File: src/rtl/parity_frame_scheduler.sv
// -----------------------------------------------------------------------------
// parity_frame_scheduler
//
// Lets NUM_REQ word producers share one serial parity path. A round-robin
// arbiter selects one requester at a time. The selected word is shifted out
// LSB-first on ser_*, one bit per cycle, and its parity is accumulated as the
// bits leave. When the frame is complete, the parity is returned together with
// the requester id and the original word, and held until the consumer accepts
// it.
//
// Handshakes:
//   req_valid/req_ready : a word is accepted in the cycle where req_ready[i]
//                         is high. req_ready is a combinational one-hot grant
//                         and can only be high while the block is idle.
//   res_valid/res_ready : the result is held stable while res_valid=1 and
//                         res_ready=0. It is consumed in the cycle where both
//                         are high.
//   ser_*               : there is no back-pressure. The downstream path must
//                         take one bit per cycle while ser_valid=1.
//
// Ports:
//   clk, reset          clock (rising edge), synchronous active-high reset
//   req_valid[NUM_REQ]  per-requester word valid
//   req_data            word i is at [i*DATA_W +: DATA_W]
//   req_ready[NUM_REQ]  one-hot grant pulse
//   odd_mode            1 = odd parity, 0 = even; sampled at grant
//   ser_valid/bit/first/last  serial frame, LSB first
//   res_valid/ready     result handshake
//   res_parity/id/data  parity, granted index, serialized word
//   busy                high whenever the FSM is not idle
// -----------------------------------------------------------------------------
module parity_frame_scheduler #(
   parameter int NUM_REQ = 4,
   parameter int DATA_W  = 8,
   parameter int ID_W    = $clog2(NUM_REQ)
) (
   input  logic                      clk,
   input  logic                      reset,
   input  logic [NUM_REQ-1:0]        req_valid,
   input  logic [NUM_REQ*DATA_W-1:0] req_data,
   output logic [NUM_REQ-1:0]        req_ready,
   input  logic                      odd_mode,
   output logic                      ser_valid,
   output logic                      ser_bit,
   output logic                      ser_first,
   output logic                      ser_last,
   output logic                      res_valid,
   input  logic                      res_ready,
   output logic                      res_parity,
   output logic [ID_W-1:0]           res_id,
   output logic [DATA_W-1:0]         res_data,
   output logic                      busy
);

   localparam int CNT_W = (DATA_W > 1) ? $clog2(DATA_W) : 1;
   localparam logic [CNT_W-1:0] LAST_CNT = CNT_W'(DATA_W - 1);

   typedef enum logic [1:0] {
      IDLE  = 2'd0,
      SHIFT = 2'd1,
      DONE  = 2'd2
   } state_t;

   state_t              state;
   logic [ID_W-1:0]     ptr;      // index of the most recent grant
   logic [ID_W-1:0]     id_l;
   logic [DATA_W-1:0]   shreg;
   logic [DATA_W-1:0]   data_l;
   logic [CNT_W-1:0]    cnt;
   logic                acc;
   logic                odd_l;

   logic                grant_any;
   logic [ID_W-1:0]     grant_idx;
   logic [ID_W-1:0]     cand_idx;
   int                  cand;

   // Round-robin search: try ptr+1, ptr+2, ... with wrap, so the previous
   // winner is considered last.
   always_comb begin
      grant_any = 1'b0;
      grant_idx = '0;
      cand      = 0;
      cand_idx  = '0;
      for (int k = 1; k <= NUM_REQ; k++) begin
         cand     = (int'(ptr) + k) % NUM_REQ;
         cand_idx = ID_W'(cand);
         if (!grant_any && req_valid[cand_idx]) begin
            grant_any = 1'b1;
            grant_idx = cand_idx;
         end
      end
   end

   // The grant is combinational so the producer sees acceptance in the same
   // cycle. It is suppressed while reset is asserted, because the FSM ignores
   // the grant in that cycle.
   logic [NUM_REQ-1:0] onehot_one;
   assign onehot_one = {{(NUM_REQ-1){1'b0}}, 1'b1};
   assign req_ready  = (state == IDLE && grant_any && !reset)
                       ? (onehot_one << grant_idx) : '0;

   always_ff @(posedge clk) begin
      if (reset) begin
         state  <= IDLE;
         ptr    <= ID_W'(NUM_REQ - 1);
         id_l   <= '0;
         shreg  <= '0;
         data_l <= '0;
         cnt    <= '0;
         acc    <= 1'b0;
         odd_l  <= 1'b0;
      end else begin
         case (state)
            IDLE: begin
               if (grant_any) begin
                  shreg  <= req_data[grant_idx*DATA_W +: DATA_W];
                  data_l <= req_data[grant_idx*DATA_W +: DATA_W];
                  id_l   <= grant_idx;
                  odd_l  <= odd_mode;
                  ptr    <= grant_idx;
                  cnt    <= '0;
                  acc    <= 1'b0;
                  state  <= SHIFT;
               end
            end
            SHIFT: begin
               acc   <= acc ^ shreg[0];
               shreg <= shreg >> 1;
               if (cnt == LAST_CNT) begin
                  cnt   <= '0;
                  state <= DONE;
               end else begin
                  cnt <= cnt + 1'b1;
               end
            end
            DONE: begin
               if (res_ready) begin
                  state <= IDLE;
               end
            end
            default: state <= IDLE;
         endcase
      end
   end

   // All outputs are decoded from registered state. They are forced to zero
   // outside the state that owns them.
   assign ser_valid  = (state == SHIFT);
   assign ser_bit    = ser_valid & shreg[0];
   assign ser_first  = ser_valid && (cnt == '0);
   assign ser_last   = ser_valid && (cnt == LAST_CNT);
   assign res_valid  = (state == DONE);
   assign res_parity = res_valid & (acc ^ odd_l);
   assign res_id     = res_valid ? id_l : '0;
   assign res_data   = res_valid ? data_l : '0;
   assign busy       = (state != IDLE);

endmodule

File: config.mk
export PLATFORM = sky130hd
export DESIGN_NAME = parity_frame_scheduler
export DESIGN_NICKNAME = d
export VERILOG_FILES = /design/src/rtl/parity_frame_scheduler.sv
export SDC_FILE = /design/constraint.sdc
export NUM_CORES = 1
export LEC_CHECK = 0
export CAP_MARGIN = 0
export CELL_PAD_IN_SITES_DETAIL_PLACEMENT = 2
export CELL_PAD_IN_SITES_GLOBAL_PLACEMENT = 2
export CORE_UTILIZATION = 23
export DETAILED_ROUTE_END_ITERATION = 6
export GPL_ROUTABILITY_DRIVEN = 0
export HOLD_SLACK_MARGIN = 0.1
export PLACE_DENSITY = 0.77
export SKIP_CTS_REPAIR_TIMING = 1
export SLEW_MARGIN = 10
export SYNTH_ARGS = -nofsm -noshare
export SYNTH_HDL_FRONTEND = slang
export SYNTH_SLANG_ARGS = --single-unit
File: constraint.sdc
create_clock -name clk -period 1.6 [get_ports clk]
set_clock_uncertainty 0.15 [all_clocks]
set_input_delay 0.16 -clock clk [delete_from_list [all_inputs] [get_ports clk]]
set_output_delay 0.16 -clock clk [all_outputs]
set_load 0.02 [all_outputs]
==> results by group <==
Placed design
  • DP Area: about 2600 um2
  • Port buffer count: 60
  • Hpwl dp: ~4100 um

Finish
  • ANT cells: 0
  • Fin area: 2830 um2
  • Share of cells above drive strength 1: approximately 44%
  • P&R area growth vs syn: 76.0%
  • Fin nets: about 310

Route
  • Vias post-DR: 1651
  • Pre-antenna DRT Iters: 4
  • Number of routed nets with antenna violations: 0
  • Via/cell ratio: ~4.6
  • Drt total wl: around 5600 um
  • First DRT Iteration DRCs: 66
  • Residual DRC: 0
  • Drt wl/cell: 15.6 um

Clock network
  • Clock Tree Buf Depth: 2
  • Clock latency on the worst-skew pair: 290 ps
  • CTS Sinks: 27
  • Htree depth: 1
  • Worst-path clk slew: 100 ps
  • CTS tree: yes
  • Total CTS buffers: 3
  • Clock root buffer: clkbuf_8

Floorplan
  • # rows: 30
  • I/O pin total: between 60 and 70
  • Die footprint: between 7000 and 8000 um2
  • Core area: 6790 um2
  • Initial Util: 23.7%
  • Die extent in x: approximately 86 um
  • Die Height: 85.6 um

Logic synthesis
  • Synthesized Nets: 218
  • Distinct cells, synth: 35
  • Syn Area/Cell: between 9 and 10 um2
  • Synthesized area: 1610 um2
  • Flop and latch count out of synthesis: 27
  • Mapped Cells: 175
  • Ys Warns: 0
  • Seq/Total Area, Yosys: 33.6%

Power and ir drop
  • Pwr dens: around 720 nW/um2
  • Pwr Total: 2.04 mW
  • Max VDD drop: 0.313 mV
  • Leakage: 1.20 nW

Critical path
  • Critical path arrival: 2030 ps
  • Critical path capture point type: flip-flop
  • WP data required: 1670 ps
  • CP Class: reg2reg
  • CP Max Fanout: 5
  • CP startpoint kind: flip-flop

STA
  • Measured slew at the worst slew-check pin: 385 ps
  • Max Fclk: 510 MHz
  • Relative slew slack: between 70% and 80%
  • Final worst slack: -363 ps
  • Hold Slack: 271 ps
  • Unrepaired setup endpoints after global routing: yes
  • Final hold violations: 0
  • Slew Limit Fails: 0
  • Min cycle time layout: ~2000 ps
  • Final setup fails: 30
  • Period utilisation layout: 123%

Job
  • Max-cap violations: 0

Global routing
  • Vias in the first global route: 1779
  • Pin count of the biggest net entering global routing: 23
  • Grt total ovfl: 0
  • Global-route usage over all layers: 15.3%
  • Initial antenna violation count: 0
  • First-pass GRT wire length: 8650 um

Outcome
  • Failing checks: setup timing
  • Status: finished with violations

Min path
  • Hold WC Path Type: in2reg
==> registers in the layout, summed over array words and instances (netlist names) <==
name	count
cnt	3
id_l	2
data_l	8
state	2
ptr	2
shreg	8
acc	1
odd_l	1
==> critical path, cell delays in order, from the launching register on <==
cell	delay (ps)
dfxtp_4	380
nor2b_4	40
buf_6	110
a221oi_4	380
buf_6	210
buf_6	130
mux2i_1	60
mux2_4	290
o22ai_2	140
==> cells by family (layout without fill, tap and decap cells) <==
group / Yosys count / count (layout) / share of synthesized area, %
mux: 24 / 24 / 16.3
buf+inv: 18 / 105 / 5.68
xor+xnor: 1 / 1 / 0.544
fa+ha+maj: 3 / 3 / 2.33
compound gates: 41 / 41 / 20.5
flops: 27 / 27 / 33.6
simple gates: 61 / 61 / 21.2
==> routing by layer <==
| metal | up-vias | track usage, % | wire, um |
|---|---|---|---|
| li1 | 793 | - | - |
| met1 | 813 | 18.4 | 2290 |
| met2 | 40 | 28.1 | 3010 |
| met3 | 5 | 1.73 | 220 |
| met4 | 0 | 5.00 | 74 |
| met5 | - | 0 | 0 |
==> power by group <==
part,internal (mW),switching [mW]
combinational,0.455,0.371
sequential,0.754,0.0516
clock,0.176,0.234
==> path summary, 6_finish.rpt <==
path                            slack [ps]     start  depth (start not counted)       end
worst min register to register         330   id_l[1]                          2   id_l[1]
worst max-delay path                  -360    ptr[0]                          8  shreg[2]
worst min-delay path                   270  odd_mode                          3     odd_l
worst max register to register        -360    ptr[0]                          8  shreg[2]
==> cell usage in the layout (no fill, tap or decap), types with 2 or more instances in the layout <==
| cell type | count |
|---|---|
| a22oi_1 | 7 |
| buf_8 | 2 |
| mux2_4 | 8 |
| nand2_1 | 8 |
| a21oi_4 | 2 |
| clkbuf_2 | 3 |
| buf_4 | 25 |
| nand3_1 | 3 |
| inv_1 | 6 |
| clkdlybuf4s50_1 | 36 |
| and2_4 | 9 |
| buf_6 | 22 |
| nor2_1 | 8 |
| nand3b_1 | 11 |
| nor2_2 | 2 |
| o22ai_2 | 7 |
| nand2b_4 | 3 |
| dfxtp_2 | 5 |
| and2_1 | 2 |
| mux2i_1 | 16 |
| o21ai_1 | 4 |
| nor2_4 | 3 |
| o21ai_2 | 5 |
| dlymetal6s2s_1 | 4 |
| a21oi_1 | 8 |
| dfxtp_1 | 21 |
| nand2b_1 | 2 |
| clkbuf_8 | 3 |
==> metrics by stage <==
| step | util (%) | setup WS, ps | setup TNS (ps) | cells |
|---|---|---|---|---|
| 2_1_floorplan | - | -120 | -1460 | 175 |
| 3_3_place_gp | 37.8 | -867 | -19500 | 351 |
| 3_5_place_dp | 37.8 | -895 | -21860 | 351 |
| 4_1_cts | 38.5 | -888 | -20040 | 355 |
| 5_1_grt | 41.7 | -437 | -8660 | 358 |
| 6_report | 41.7 | -363 | -6500 | 358 |
==> cell usage after synthesis <==
master    count  area [um2]
a211o_1       1        8.76
a21o_1        1        7.51
a21oi_1       9        45.0
a21oi_2       2        17.5
a221oi_1      1        8.76
a221oi_4      1        26.3
a22oi_1       7        52.6
a31oi_1       1        6.26
and2_1       11        68.8
and3_1        1        6.26
buf_2         1        5.00
buf_6         3        33.8
clkbuf_1      7        26.3
dfxtp_1      27         541
ha_1          3        37.5
inv_1         7        26.3
mux2_2        5        56.3
mux2_4        3        45.0
mux2i_1      16         160
nand2_1       9        33.8
nand2b_1      6        37.5
nand3_1       3        15.0
nand3b_1     11        82.6
nor2_1       13        48.8
nor2b_2       1        8.76
nor3_1        2        10.0
nor3b_1       2        15.0
o21a_1        1        7.51
o21ai_0       1        5.00
o21ai_1       6        30.0
o21ai_2       3        26.3
o22ai_2       7        87.6
or2_1         1        6.26
or2b_1        1        7.51
xnor2_1       1        8.76
==> cell type report <==
type,count,area (um2)
Fill cell,737,3960
Multi-Input combinational cell,130,1150
Timing Repair Buffer,94,936
Sequential cell,27,551
Tap cell,96,120
Clock buffer,3,41.3
Inverter,7,28.8
Clock inverter,1,5.00
Power figures use the tool's default switching activity.
